File: src/rtl/hsid_pkg.sv
// Shared HSID definitions: datapath widths plus the MSE comparator FSM and
// compare-direction encodings.
package hsid_pkg;
  localparam int HSID_WORD_WIDTH        = 16;
  localparam int HSID_HSP_LIBRARY_WIDTH = 8;

  typedef enum logic [1:0] {
    ST_IDLE = 2'd0,
    ST_SCAN = 2'd1,
    ST_DONE = 2'd2
  } hsid_mse_comp_state_t;

  typedef enum logic {
    CMP_MIN = 1'b0,
    CMP_MAX = 1'b1
  } hsid_cmp_dir_t;
endpackage

File: src/rtl/hsid_mse_comp_reg.sv
// Compare-and-hold register: keeps the strictly-better value seen so far
// (smaller for MIN, larger for MAX) together with its reference index.
module hsid_mse_comp_reg
  import hsid_pkg::*;
#(
  parameter hsid_cmp_dir_t DIR = CMP_MIN,
  parameter int            W   = HSID_WORD_WIDTH,
  parameter int            RW  = HSID_HSP_LIBRARY_WIDTH
) (
  input  logic          clk,
  input  logic          i_rst,
  input  logic          i_init,
  input  logic          i_load_first,
  input  logic          i_valid,
  input  logic [W-1:0]  i_value,
  input  logic [RW-1:0] i_ref,
  output logic [W-1:0]  o_value,
  output logic [RW-1:0] o_ref
);
  localparam logic [W-1:0] INIT_VAL = (DIR == CMP_MIN) ? {W{1'b1}} : {W{1'b0}};

  logic [W-1:0]  r_value;
  logic [RW-1:0] r_ref;
  logic          w_better;

  // Strict compare so that ties keep the earlier reference.
  assign w_better = (DIR == CMP_MIN) ? (i_value < r_value) : (i_value > r_value);

  always_ff @(posedge clk) begin
    if (i_rst || i_init) begin
      r_value <= INIT_VAL;
      r_ref   <= '0;
    end else if (i_valid && (i_load_first || w_better)) begin
      r_value <= i_value;
      r_ref   <= i_ref;
    end
  end

  assign o_value = r_value;
  assign o_ref   = r_ref;
endmodule

File: src/rtl/hsid_mse_comp.sv
// MSE result consumer: tracks best (min) and worst (max) match over a library
// scan and flags completion once the programmed number of results arrived.
module hsid_mse_comp
  import hsid_pkg::*;
#(
  parameter int WORD_WIDTH        = HSID_WORD_WIDTH,
  parameter int HSP_LIBRARY_WIDTH = HSID_HSP_LIBRARY_WIDTH
) (
  input  logic                         clk,
  input  logic                         rst,
  input  logic                         clear,
  input  logic                         start,
  input  logic [HSP_LIBRARY_WIDTH-1:0] library_size,
  input  logic [WORD_WIDTH-1:0]        mse_value,
  input  logic [HSP_LIBRARY_WIDTH-1:0] mse_ref,
  input  logic                         mse_valid,
  input  logic                         mse_of,
  output logic [WORD_WIDTH-1:0]        mse_min_value,
  output logic [HSP_LIBRARY_WIDTH-1:0] mse_min_ref,
  output logic [WORD_WIDTH-1:0]        mse_max_value,
  output logic [HSP_LIBRARY_WIDTH-1:0] mse_max_ref,
  output logic [HSP_LIBRARY_WIDTH-1:0] result_count,
  output logic                         busy,
  output logic                         done
);
  hsid_mse_comp_state_t         r_state, w_next;
  logic [HSP_LIBRARY_WIDTH-1:0] r_size, r_count, w_cnt_inc;
  logic                         r_busy, r_done;
  logic                         w_srst, w_accept, w_first;
  logic [WORD_WIDTH-1:0]        w_eff;

  assign w_srst    = rst || clear;
  // start wins over a coincident result: that sample is dropped.
  assign w_accept  = (r_state == ST_SCAN) && mse_valid && !start;
  assign w_first   = (r_count == '0);
  assign w_cnt_inc = r_count + 1'b1;
  assign w_eff     = mse_of ? {WORD_WIDTH{1'b1}} : mse_value;

  always_comb begin
    w_next = r_state;
    if (start)
      w_next = (library_size == '0) ? ST_DONE : ST_SCAN;
    else if (w_accept && (w_cnt_inc == r_size))
      w_next = ST_DONE;
  end

  always_ff @(posedge clk) begin
    if (w_srst) begin
      r_state <= ST_IDLE;
      r_size  <= '0;
      r_count <= '0;
      r_busy  <= 1'b0;
      r_done  <= 1'b0;
    end else begin
      r_state <= w_next;
      r_busy  <= (w_next == ST_SCAN);
      r_done  <= (w_next == ST_DONE);
      if (start) begin
        r_size  <= library_size;
        r_count <= '0;
      end else if (w_accept) begin
        r_count <= w_cnt_inc;
      end
    end
  end

  hsid_mse_comp_reg #(.DIR(CMP_MIN), .W(WORD_WIDTH), .RW(HSP_LIBRARY_WIDTH)) u_min (
    .clk          (clk),
    .i_rst        (w_srst),
    .i_init       (start),
    .i_load_first (w_first),
    .i_valid      (w_accept),
    .i_value      (w_eff),
    .i_ref        (mse_ref),
    .o_value      (mse_min_value),
    .o_ref        (mse_min_ref)
  );

  hsid_mse_comp_reg #(.DIR(CMP_MAX), .W(WORD_WIDTH), .RW(HSP_LIBRARY_WIDTH)) u_max (
    .clk          (clk),
    .i_rst        (w_srst),
    .i_init       (start),
    .i_load_first (w_first),
    .i_valid      (w_accept),
    .i_value      (w_eff),
    .i_ref        (mse_ref),
    .o_value      (mse_max_value),
    .o_ref        (mse_max_ref)
  );

  assign result_count = r_count;
  assign busy         = r_busy;
  assign done         = r_done;
endmodule

File: config.mk
export PLATFORM = sky130hd
export DESIGN_NAME = hsid_mse_comp
export DESIGN_NICKNAME = d
export VERILOG_FILES = /design/src/rtl/hsid_pkg.sv /design/src/rtl/hsid_mse_comp_reg.sv /design/src/rtl/hsid_mse_comp.sv
export SDC_FILE = /design/constraint.sdc
export NUM_CORES = 1
export LEC_CHECK = 0
export BUFFER_PORTS_ARGS = -buffer_cell sky130_fd_sc_hd__buf_2
export CAP_MARGIN = 40
export CORE_UTILIZATION = 35
export CTS_CLUSTER_SIZE = 24
export DETAILED_ROUTE_END_ITERATION = 7
export PLACE_DENSITY_LB_ADDON = 0.12
export SYNTH_ARGS = -nofsm -noshare
export SYNTH_HDL_FRONTEND = slang
export SYNTH_HIERARCHICAL = 1
export SYNTH_SLANG_ARGS = --single-unit
File: constraint.sdc
create_clock -name clk -period 3.1 [get_ports clk]
set_input_delay 0.31 -clock clk [delete_from_list [all_inputs] [get_ports clk]]
set_output_delay 0.31 -clock clk [all_outputs]
set_load 0.05 [all_outputs]
=== Yosys cells after proc, flatten, opt, wreduce, memory -nomap -nowiden ===
Cells that the tools add are included.
Widths: inputs -> output; s select.

* Register bits: 68
* Latch bits: 0
* Bits in writable memories: 0
* ROM bits: 0
* Bits of input ports: 38
* Logic and storage cells: 33
* Memories kept: 0

* Add/sub/neg operators: 1
* $mul: 0
* Divide/modulo/power cells: 0
* Order comparisons: 2
* Equality and inequality tests: 4
* Shift operators: 0
* Muxes and demuxes: 4
* Bitwise operators: 0
* Reduce and logical (&&, ||, !) cells: 13

{| class="wikitable"
|+ Operators by type and width
! kind !! number
|-
| $gt 16x16->1 || 1
|-
| $logic_not 8->1 || 2
|-
| $lt 16x16->1 || 1
|-
| $mux 16 || 1
|-
| $add 8x1->8 const B || 1
|-
| $eq 8x8->1 || 1
|-
| $mux 2 || 3
|-
| $logic_and 1x1->1 || 5
|-
| $eq 2x1->1 const B || 2
|-
| $logic_or 1x1->1 || 4
|-
| $eq 2x2->1 const B || 1
|-
| $reduce_or 2->1 || 1
|-
| $logic_not 1->1 || 1
|}

=== Logic depth before layout (Yosys ltp) ===
Gate-level depths: netlist of the first run.

* Word-level depth: 7
* Mapped depth: 11
* Gate-level depth less buffers: 9

=== Hierarchy ===
The synthesis of the first run kept the hierarchy.

{| class="wikitable"
|+ Modules (own cells, without submodules)
! module !! instances !! cells an instance !! area each (sq um)
|-
| hsid_mse_comp_reg (u_min) || 1 || 161 || 1407.6
|-
| hsid_mse_comp_reg (u_max) || 1 || 162 || 1375.1
|-
| hsid_mse_comp || 1 || 148 || 1251.2
|}

=== Worst setup path before layout of the first run ===
No wires, ideal clock.

* Kind: register -> register
* From: register r_count[0] (netlist: result_count[0])
* To: register u_min.r_ref[0] (netlist: u_min/o_ref[0])
* Setup time: 72 ps
* Data arrival time: 2906 ps
* Required time: 3028 ps
* Setup slack: 123 ps
* Stages on the path, launching flop included: 12
* Clock period less this slack: 2977 ps
* Cells stage by stage: dfxtp_1 > buf_2 > inv_1 > ha_1 > or4b_1 > nor4_1 > nand2b_1 > a21oi_1 > a211o_1 > a31oi_4 > buf_8 > mux2i_1

* Word-level cells in the longest chain between the ends: 3

{| class="wikitable"
|+ RTL lines
! element !! line !! RTL
|-
| start: declaration || hsid_mse_comp.sv:27 || <nowiki>logic [HSP_LIBRARY_WIDTH-1:0] r_size, r_count, w_cnt_inc;</nowiki>
|-
| start signal: assignment || hsid_mse_comp.sv:62 || <nowiki>r_count <= w_cnt_inc;</nowiki>
|-
| $logic_not 8->1 || hsid_mse_comp.sv:35 || <nowiki>assign w_first = (r_count == '0);</nowiki>
|-
| net w_first || hsid_mse_comp.sv:29 || <nowiki>logic w_srst, w_accept, w_first;</nowiki>
|-
| $logic_or 1x1->1 || hsid_mse_comp_reg.sv:33 || <nowiki>end else if (i_valid && (i_load_first || w_better)) begin</nowiki>
|-
| $logic_and 1x1->1 || hsid_mse_comp_reg.sv:33 ||
|-
| end signal: assignment || hsid_mse_comp_reg.sv:35 || <nowiki>r_ref <= i_ref;</nowiki>
|-
| end: declaration || hsid_mse_comp_reg.sv:23 || <nowiki>logic [RW-1:0] r_ref;</nowiki>
|}

The timed path passes the listed nets, and every way through them passes these cells.
A chain may end at the register's enable or synchronous reset.

=== Final worst setup path of the first run ===
* From: register r_count[1] (netlist: result_count[1])
* To: register u_min.r_ref[5] (netlist: u_min/o_ref[5])

The elaborated chain is that of the path after synthesis.

==> results of run 1 <==
[power groups by stage]
stage / Sequential, W / Clock (W) / Combinational (W)
after floorplan: 0.000912 / 0 / 0.000112
after global placement: 0.000905 / 0 / 0.000177
after detailed placement: 0.000905 / 0 / 0.000179
after CTS: 0.000886 / 0.00104 / 0.000180
after global routing: 0.000886 / 0.00108 / 0.000199
final: 0.000886 / 0.00101 / 0.000178
[placed cells by master (no fill, tap or decap), types with 2 or more instances in the layout]
cell type	synthesis	final
sky130_fd_sc_hd__buf_2	2	95
sky130_fd_sc_hd__and3_1	2	2
sky130_fd_sc_hd__buf_12	0	2
sky130_fd_sc_hd__a21oi_1	17	17
sky130_fd_sc_hd__a31oi_1	4	4
sky130_fd_sc_hd__clkbuf_8	0	2
sky130_fd_sc_hd__or2_2	18	18
sky130_fd_sc_hd__nor3_1	4	4
sky130_fd_sc_hd__a211oi_2	2	2
sky130_fd_sc_hd__a31oi_4	2	2
sky130_fd_sc_hd__nor2b_1	5	5
sky130_fd_sc_hd__clkbuf_16	0	9
sky130_fd_sc_hd__o21ai_0	8	8
sky130_fd_sc_hd__nand4_1	9	9
sky130_fd_sc_hd__dfxtp_1	68	68
sky130_fd_sc_hd__nor4_1	2	2
sky130_fd_sc_hd__o211ai_1	3	3
sky130_fd_sc_hd__or3_1	2	2
sky130_fd_sc_hd__inv_1	37	37
sky130_fd_sc_hd__a211oi_1	2	2
sky130_fd_sc_hd__buf_4	1	6
sky130_fd_sc_hd__and4_1	2	2
sky130_fd_sc_hd__xor2_1	9	9
sky130_fd_sc_hd__nor2_1	51	50
sky130_fd_sc_hd__nand3_1	4	4
sky130_fd_sc_hd__nand2_1	81	81
sky130_fd_sc_hd__xnor2_1	5	5
sky130_fd_sc_hd__ha_1	33	33
sky130_fd_sc_hd__mux2i_1	56	56
sky130_fd_sc_hd__o31ai_2	2	2
[registers in the layout (all words and copies together), names as in the netlist]
signal / count
done: 1
r_state: 2
result_count: 8
u_max/o_value: 16
u_min/o_value: 16
r_size: 8
u_min/o_ref: 8
u_max/o_ref: 8
busy: 1
[worst paths after layout]
kind	from	to	slack [ps]	cells past startpoint
setup / recovery	result_count[1]	u_min/o_ref[5]	510	11
hold / removal	library_size[3]	r_size[3]	240	3
setup reg to reg	result_count[1]	u_min/o_ref[5]	510	11
hold reg to reg	u_max/o_ref[7]	u_max/o_ref[7]	450	2
[cells by family after synthesis]
logic type	synth area share [%]
simple gates	22.24
buf+inv	6.855
mux	13.90
fa+ha+maj	10.24
compound gates	9.987
xor+xnor	3.040
flops	33.75
[per-stage QoR]
stage | total power, W | util, %
6_report | 0.002079 | 44.74
5_1_grt | 0.002166 | 44.74
4_1_cts | 0.002110 | 44.74
3_5_place_dp | 0.001084 | 42.09
3_3_place_gp | 0.001082 | 42.03
2_1_floorplan | 0.001024 | -
[tightest hold or removal path: cells and delay by family]
| family | cells | cell delay, ps |
|---|---|---|
| buf+inv | 1 | 90 |
| simple gates | 1 | 70 |
| mux | 1 | 60 |
[layout make-up]
| class | instances | area share, % |
|---|---|---|
| timing repair buffer | 103 | 11.36 |
| clock buffer | 12 | 5.198 |
| sequential | 68 | 27.59 |
| multi-input combinational | 343 | 48.71 |
| inverter | 38 | 2.890 |
| tap | 140 | 3.550 |
| clock inverter | 2 | 0.7099 |
[metal layers]
metal / routed length [um] / global-route usage [%]
met1: 4966 / 24.32
met2: 4071 / 25.47
met3: 557 / 4.090
met4: 127 / 6.571
met5: 0 / 0
==> impl_metrics.ini, run 1 <==
[yosys]
postSynthNetCount = 542
ys_async_sr_fraction_pct = 0
synth_warnings = 6
synth.area.top_cells = sky130_fd_sc_hd__dfxtp_1 (34%), sky130_fd_sc_hd__mux2i_1 (14%), sky130_fd_sc_hd__ha_1 (10%), sky130_fd_sc_hd__nand2_1 (7.5%), sky130_fd_sc_hd__nor2_1 (4.7%)
post_synth.cell_area_avg_sq_um = 8.564
postSynth.topFlopCell = sky130_fd_sc_hd__dfxtp_1
synth_edf_count = 0
yosys.cell_count.top_type = sky130_fd_sc_hd__nand2_1
postSynthCellCount = 471
share_of_synthesized_area_occupied_by_flip_flops_and_latches_pct = 33.75
yosysUniqueCellTypes = 52
synthDominantAreaCellType = sky130_fd_sc_hd__dfxtp_1
synth.top_cells.by_count = sky130_fd_sc_hd__nand2_1 (81), sky130_fd_sc_hd__dfxtp_1 (68), sky130_fd_sc_hd__mux2i_1 (56)
netlist.area_leader.share_pct = 33.75
synth_area_sq_um = 4034
postSynthRegisterBits = 68

[critical_path]
timing.critical_path.slowest_stage_cell = sky130_fd_sc_hd__or4b_1
path_delay_family = simple AND/OR/NAND/NOR gates
critical_path.max_stage_delay_ps = 420
path_class = register to register
critPathArrivalTime_ps = 2830
critical_path_peak_fanout = 24
critPathBufInv = 3
path_cells = inv_1 > ha_1 > or4b_1 > nor4_1 > buf_4 > nand2b_1 > a21oi_1 > a211o_1 > a31oi_4 > buf_12 > mux2i_1
critical_path.endpoint_type = register
worst-endpoint-required_ps = 3350
type_of_origin_of_the_critical_path = register

[cts]
postCtsSetupRepairBufs = 0
clk_latency_ps = 320
cts_made_buffers = 9
path_clk_slew_ps = 50
holdBufCountCts = 0
cts.path.max_buffers = 2
clock-root-buffer = sky130_fd_sc_hd__clkbuf_16
htree_num_levels = 3
clock_sinks = 68
tritoncts = done
post_cts_resized = 0

[pwr]
vdd_ir_drop_max_uv = 198.5
clkPwrFrac_pct = 48.8
p_per_area_nw_per_um2 = 421.3
power.switching_w = 0.0004697
share_comb_of_total_power_pct = 8.6
cell_internal_pwr_w = 0.001609
cellLeakagePower_nw = 2.103
p_seq_share_pct = 42.6
netSwitchingFraction_pct = 22.59

[timing]
timing.fmax_mhz = 386.3
fin_crit_sh_pct = 83.51
skew_ps = 5.489
setup_slack_ps = 511.3
fin_setup_tns_ps = 0
finalHoldViolations = 0
report.final.slew_viol_count = 0
setup_viol = 0
timing.max_slew.rel_slack_pct = 57.13
worstMarginPinSlew_ps = 643.1
final.min_clock_period_ps = 2589
unrepaired_setup_endpoints_after_global_routing = no
whs_ps = 242.0

[detailed_routing]
drt-total-wl_um = 9723
drcViolationCount = 0
remaining_antenna_violation_count = 0
via_count = 3407
post_drt_via_cell_ratio = 4.826
drt_pre_antenna_iters = 4
detail_route.iter0.violations = 128
wl_per_cell_um = 13.77

[status]
status = complete, no violations

[global_routing]
vias_in_the_first_global_route = 3237
grt_antenna_before_repair = 0
grt_max_degree = 49
gr-usage-all-layers_pct = 17.30
grt_first_pass_wirelength_um = 15920
global_route_congestion_overflow_total = 0

[run]
max_cap_violations = 0

[floorplanning]
dieArea_sq_um = 11960
floorplan.io_pins = 96
row_count = 38
starting_density_of_the_core_pct = 36.57
core_area_sq_um = 11030
die_height_um = 109.4
dieWidth_um = 109.4

[placed_design]
dpl.hpwl_um = 7345
post_dp_cell_area_sq_um = 4643
routabilityCongestion = 0.7789
dpl_worst_slack_ps = 215.6
placed_cell_count = 692
io_buffer_count = 95

[layout]
n_antenna_cell = 0
finish.instance_area_sq_um = 4935
multi_input_area_sq_um = 2404
final_layout_size_suffix_gt1_share_pct = 26.68
fillerInstances = 1123
layout.cells.non_filler = 706
final-seq-area_sq_um = 1361
num-nets-final = 634
area_delta_synth_final_pct = 22.33

[hold_path]
timing.hold.worst.class = input pin to register
Note: power is estimated with default switching activity, not from simulation.
==> run 2, diff against run 1 <==
- ABC_AREA: unset -> 1
- clock period: 3.1 -> 2.5 ns (I/O delays scaled with it)
==> run 2 against run 1 <==
Net effect: highest routed layer unchanged; register-to-register slack barely moved; final cell count rose by 19%; sequential power rose by 24%; sequential share of layout area fell by 0.70 points; power rose by 25%; wire length rose by 11%; worst hold slack got worse by 56 ps; utilization fell by 0.96 points; clock skew fell by 0.71 ps; the flow now finishes with violations (DRC); critical endpoint is now u_min/o_value[12]; largest power group unchanged.
==> impl_metrics.ini, run 2 <==
[status]
status = finished with violations
failed_checks = DRC

[floorplanning]
row_count = 39
starting_density_of_the_core_pct = 36.32
core_area_sq_um = 11560
dieWidth_um = 111.6
floorplan.io_pins = 96
dieArea_sq_um = 12440
die_height_um = 111.6

[timing]
report.final.slew_viol_count = 0
skew_ps = 4.783
finalHoldViolations = 0
worstMarginPinSlew_ps = 608.3
timing.fmax_mhz = 498.9
fin_setup_tns_ps = 0
final.min_clock_period_ps = 2005
timing.max_slew.rel_slack_pct = 59.30
unrepaired_setup_endpoints_after_global_routing = no
setup_viol = 0
fin_crit_sh_pct = 80.18

[yosys]
yosys.area_share.xor_xnor_pct = 0.2085
postSynthCellCount = 603
yosysUniqueCellTypes = 33
synth_simple_gate_area_share_pct = 33.12
synth_edf_count = 0
netlist.area_leader.share_pct = 32.41
postSynthNetCount = 674
mux_share_of_post_synthesis_cell_area_pct = 0
postSynthRegisterBits = 68
yosys.cell_count.top_type = sky130_fd_sc_hd__nand2_1
synth_area_sq_um = 4200
main_combinational_cell_family_by_area_after_synthesis = simple AND/OR/NAND/NOR gates
postSynth.topFlopCell = sky130_fd_sc_hd__dfxtp_1
synth.area.top_cells = sky130_fd_sc_hd__dfxtp_1 (32%), sky130_fd_sc_hd__nand2_1 (11%), sky130_fd_sc_hd__ha_1 (9.8%), sky130_fd_sc_hd__nand3_1 (9.4%), sky130_fd_sc_hd__inv_1 (8.8%)
ys_async_sr_fraction_pct = 0
synth_warnings = 6
share_of_synthesized_area_occupied_by_flip_flops_and_latches_pct = 32.41
synth.top_cells.by_count = sky130_fd_sc_hd__nand2_1 (119), sky130_fd_sc_hd__inv_1 (99), sky130_fd_sc_hd__nand3_1 (79)
synthDominantAreaCellType = sky130_fd_sc_hd__dfxtp_1
synth_compound_area_share_pct = 11.35
adder_cell_share_of_the_synthesized_area_pct = 9.830
post_synth.cell_area_avg_sq_um = 6.966

[critical_path]
type_of_origin_of_the_critical_path = input pin
critical_path.endpoint_type = register
critical_path_peak_fanout = 20
path_class = input pin to register
critPathArrivalTime_ps = 2220
worst-endpoint-required_ps = 2710

[detailed_routing]
remaining_antenna_violation_count = 0
drt-total-wl_um = 10750
drt_pre_antenna_iters = 7
wl_per_cell_um = 12.81
via_count = 4032
drcViolationCount = 7
post_drt_via_cell_ratio = 4.806
detail_route.iter0.violations = 256

[global_routing]
grt_first_pass_wirelength_um = 17750
grt_max_degree = 95
gr-usage-all-layers_pct = 18.24
vias_in_the_first_global_route = 3690
grt_antenna_before_repair = 0
global_route_congestion_overflow_total = 0

[layout]
fillerInstances = 1225
num-nets-final = 762
layout.cells.most_common = sky130_fd_sc_hd__nand2_1
final_cell_mix = sky130_fd_sc_hd__nand2_1 (119), sky130_fd_sc_hd__inv_1 (99), sky130_fd_sc_hd__buf_2 (95)
finish.instance_area_sq_um = 5062
layout.core_utilization_pct = 43.77
layout.cells.non_filler = 839
final_layout_size_suffix_gt1_share_pct = 26.29
final-seq-area_sq_um = 1361
n_antenna_cell = 0
multi_input_area_sq_um = 2290
area_delta_synth_final_pct = 20.52

[cts]
post_cts_resized = 0
clock-root-buffer = sky130_fd_sc_hd__clkbuf_16
clock_sinks = 68
clk_latency_ps = 330
cts.path.max_buffers = 2
postCtsSetupRepairBufs = 0
tritoncts = done
htree_num_levels = 3
cts_made_buffers = 9
path_clk_slew_ps = 60
holdBufCountCts = 0

[pwr]
cellLeakagePower_nw = 2.593
vdd_ir_drop_max_uv = 301.7
p_per_area_nw_per_um2 = 515.2

[placed_design]
io_buffer_count = 95
post_dp_cell_area_sq_um = 4770
placed_cell_count = 823
dpl.hpwl_um = 7887
routabilityCongestion = 0.7970

[run]
max_cap_violations = 0

[hold_path]
timing.hold.worst.class = input pin to register
==> run 2: cell count changes in the layout (fill, tap and decap cells not counted), moves of 5 or more <==
cell and delta:
sky130_fd_sc_hd__a21oi_2 +19, sky130_fd_sc_hd__nand2_1 +38, sky130_fd_sc_hd__nand2_2 +8, sky130_fd_sc_hd__nor2b_1 -5, sky130_fd_sc_hd__inv_1 +62, sky130_fd_sc_hd__o21ai_0 +6
sky130_fd_sc_hd__xor2_1 -9, sky130_fd_sc_hd__mux2i_1 -56, sky130_fd_sc_hd__nand3_2 +6, sky130_fd_sc_hd__nand4_1 -7, sky130_fd_sc_hd__a21oi_1 +21, sky130_fd_sc_hd__nand3_1 +75
==> run 2: path summary, 6_finish.rpt <==
path,startpoint,endpoint,slack (ps),cells after the start
min reg2reg,r_size[0],r_size[0],470,2
min,library_size[4],r_size[4],190,3
max reg2reg,result_count[0],u_min/o_value[12],510,10
max,mse_of,u_min/o_value[12],500,11
==> run 2: area by class of cell <==
cell class / instances / share of cell area [%]
clock buffers: 9 / 4.449
clock inverters: 7 / 1.335
inverters: 101 / 7.489
multi-input cells: 408 / 45.23
flip-flops and latches: 68 / 26.89
well taps: 143 / 3.534
repair buffers: 103 / 11.07
==> run 2: cells by family after synthesis <==
logic type      after synthesis
simple gates                296
buf+inv                     127
compound gates               78
flops                        68
fa+ha+maj                    33
xor+xnor                      1
==> run 2: per-layer routing <==
| metal | up-vias | wire [um] | global-route usage (%) |
|---|---|---|---|
| met5 | - | 0 | 0 |
| met3 | 11 | 572 | 3.756 |
| met2 | 106 | 4572 | 27.00 |
| li1 | 2089 | - | - |
| met4 | 0 | 187 | 8.919 |
| met1 | 1826 | 5416 | 25.16 |
==> run 2: where the power goes <==
| group | switching (W) | internal [W] |
|---|---|---|
| sequential | 0.00000663 | 0.00109 |
| clock | 0.000493 | 0.000766 |
| combinational | 0.000155 | 0.0000933 |
==> run 2: worst max-delay path: stages <==
cell and delay (ps):
sky130_fd_sc_hd__buf_2 170, sky130_fd_sc_hd__or2_2 370, sky130_fd_sc_hd__ha_1 330, sky130_fd_sc_hd__a21oi_1 170, sky130_fd_sc_hd__o21ai_0 110, sky130_fd_sc_hd__a21oi_1 160
sky130_fd_sc_hd__nand2_2 90, sky130_fd_sc_hd__nand2_4 200, sky130_fd_sc_hd__nand2_4 190, sky130_fd_sc_hd__nand2_1 110, sky130_fd_sc_hd__nand3_1 70
==> run 2: through the flow <==
step / setup slack, ps / hold WS, ps / power (W)
finish: 495.4 / 185.8 / 0.002608
global route: 261.2 / 190.7 / 0.002746
CTS: 502.4 / 164.2 / 0.002657
detailed placement: 157.3 / 464.4 / 0.001374
global placement: 173.0 / 462.3 / 0.001372
floorplan: 347.5 / 390.5 / 0.001291
==> run 3, diff against run 2 <==
- clock period: 2.5 -> 1.85 ns (I/O delays scaled with it)
==> run 3 against run 2 <==
Net effect: the flow still finishes with violations (DRC); non-clock buffer count is 47 higher; worst setup slack got worse by 480 ps; worst hold slack got worse by 71 ps; count of clock-buffer cells in the layout increased by 4; via count rose by 4.4%; sequential share of layout area decreased by 4.2 points; die area stayed put; sequential power rose by 35%; first-iteration DRC count is 25% lower; flip-flop and latch count unchanged; wire length grew 12%; critical path depth grew 3; critical path type is now register to register.
==> impl_metrics.ini, run 3 (synthesized netlist as in run 2, its figures left out) <==
[detailed_routing]
via_count = 4208
detail_route.iter0.violations = 192
post_drt_via_cell_ratio = 4.739
wl_per_cell_um = 13.57
drcViolationCount = 15
drt_pre_antenna_iters = 6
drt-total-wl_um = 12050
remaining_antenna_violation_count = 0

[timing]
timing.max_slew.rel_slack_pct = 63.92
whs_ps = 115.2
unrepaired_setup_endpoints_after_global_routing = yes
final.min_clock_period_ps = 1839
setup_viol = 0
timing.fmax_mhz = 543.9
report.final.slew_viol_count = 0
skew_ps = 5.244
worstMarginPinSlew_ps = 541.2
finalHoldViolations = 0
fin_crit_sh_pct = 99.38

[critical_path]
critical_path.max_stage_delay_ps = 340
critical_path.endpoint_type = register
worst-endpoint-required_ps = 2090
timing.critical_path.slowest_stage_cell = sky130_fd_sc_hd__dfxtp_2
type_of_origin_of_the_critical_path = register
critPathArrivalTime_ps = 2080
critical_path_peak_fanout = 8
setup.reg_to_reg.worst_slack_ps = 10
critical_path.reg2reg.startpoint = u_max/o_value[7]
critical_path_most_common_cell = sky130_fd_sc_hd__nand2_2
regToRegEndpoint = u_max/o_ref[3]
path_cells = inv_1 > ha_4 > nand2_2 > nor2_4 > nand2_1 > nand2_2 > nand2_2 > nand2_2 > nand2_4 > nand2_8 > clkbuf_16 > nand3_2 > nand2_1 > nor2_1
path_class = register to register
worst-r2r-cell-count = 14

[run]
max_cap_violations = 0

[placed_design]
routabilityCongestion = 0.8094
dpl.hpwl_um = 8093
io_buffer_count = 95

[floorplanning]
dieWidth_um = 111.6
dieArea_sq_um = 12440
die_height_um = 111.6
starting_density_of_the_core_pct = 36.32
floorplan.io_pins = 96
core_area_sq_um = 11560
row_count = 39

[layout]
final_layout_size_suffix_gt1_share_pct = 46.44
final-seq-area_sq_um = 1424
area_delta_synth_final_pct = 49.66
final_cell_mix = sky130_fd_sc_hd__nand2_1 (104), sky130_fd_sc_hd__buf_2 (94), sky130_fd_sc_hd__inv_1 (87)
layout.cells.most_common = sky130_fd_sc_hd__nand2_1
fillerInstances = 1088
multi_input_area_sq_um = 2846
n_antenna_cell = 0
num-nets-final = 811

[cts]
clock_sinks = 68
cts.path.max_buffers = 2
cts_made_buffers = 9
path_clk_slew_ps = 60
clk_latency_ps = 340
clock-root-buffer = sky130_fd_sc_hd__clkbuf_16
htree_num_levels = 3
holdBufCountCts = 0
tritoncts = done

[pwr]
netSwitchingFraction_pct = 23.53
clkPwrFrac_pct = 50.6
p_per_area_nw_per_um2 = 626.1
cellLeakagePower_nw = 3.007
p_seq_share_pct = 37.5
final_total_pwr_w = 0.003936
cell_internal_pwr_w = 0.003010
vdd_ir_drop_max_uv = 370.3
share_comb_of_total_power_pct = 11.9
power.switching_w = 0.0009261

[global_routing]
vias_in_the_first_global_route = 3832
grt_max_degree = 95
global_route_congestion_overflow_total = 0
use_met3_pct = 4.192
globalRouteMet2Util_pct = 30.63
grt_antenna_before_repair = 0
grt_first_pass_wirelength_um = 18530
global_route.usage.met1_pct = 24.80
busiest_layer_in_global_routing = met2
gr-usage-all-layers_pct = 19.20

[status]
failed_checks = DRC
status = finished with violations

[hold_path]
worstHoldPathCells = 3
hold_path.startpoint = library_size[1]
timing.hold.worst.class = input pin to register
end_of_the_worst_hold_path = r_size[1]
-- run 3: repair_timing --
action / in CTS / in global routing
setup buffers: 1 / 10
endpoints found under the setup margin: 47 / 52
pin swaps: 4 / 39
gates resized for setup: 14 / 80
gates cloned: 3 / 7
-- run 3: how the worst max path moves through the flow --
stage                       from                to  depth (start not counted)
2_1_floorplan             mse_of    u_max/o_ref[0]                         12
3_3_place_gp              mse_of    u_min/o_ref[3]                         17
3_5_place_dp              mse_of  u_min/o_value[8]                         16
4_1_cts                   mse_of    u_min/o_ref[4]                         16
5_1_grt        u_max/o_value[11]  u_max/o_value[7]                         12
6_report        u_max/o_value[7]    u_max/o_ref[3]                         14
-- run 3: area by class of cell --
class | count | area share, %
Timing Repair Buffer | 150 | 17.64
Clock buffer | 13 | 4.479
Sequential cell | 68 | 22.65
Multi-Input combinational cell | 410 | 45.28
Inverter | 101 | 6.071
Tap cell | 143 | 2.846
Clock inverter | 3 | 1.035
-- run 3: layer usage --
metal	part of all wire, %	vias up
met2	45	67
li1	-	2205
met1	49	1922
met3	3.3	14
met4	1.8	0
met5	0	-
-- run 3: power by group through the flow --
stage / clock [W] / combinational (W) / sequential [W]
final: 0.00199 / 0.000467 / 0.00148
after global routing: 0.00212 / 0.000519 / 0.00148
after CTS: 0.00203 / 0.000412 / 0.00148
after detailed placement: 0 / 0.000399 / 0.00151
after global placement: 0 / 0.000396 / 0.00151
after floorplan: 0 / 0.000227 / 0.00153
-- run 3: worst max-delay path, delay by kind of cell (launching register included) --
family	cells	cell delay [ps]
buffers and inverters	2	240
flip-flops	1	340
AND/OR/NAND/NOR	11	880
adder cells (fa/ha/maj)	1	270
-- run 3: metrics by stage --
step           setup slack [ps]  TNS, ps  utilization, %  instances  cell area, sq um
6_report                  11.48        0           54.35        888              6286
5_1_grt                  -126.8    -3288           54.35        888              6286
4_1_cts                  -3.946   -7.389           49.31        871              5703
3_5_place_dp             -451.4   -18870           45.13        851              5219
3_3_place_gp             -452.8   -18280           45.13        851              5219
2_1_floorplan            -10.03   -140.8               -        603              4407
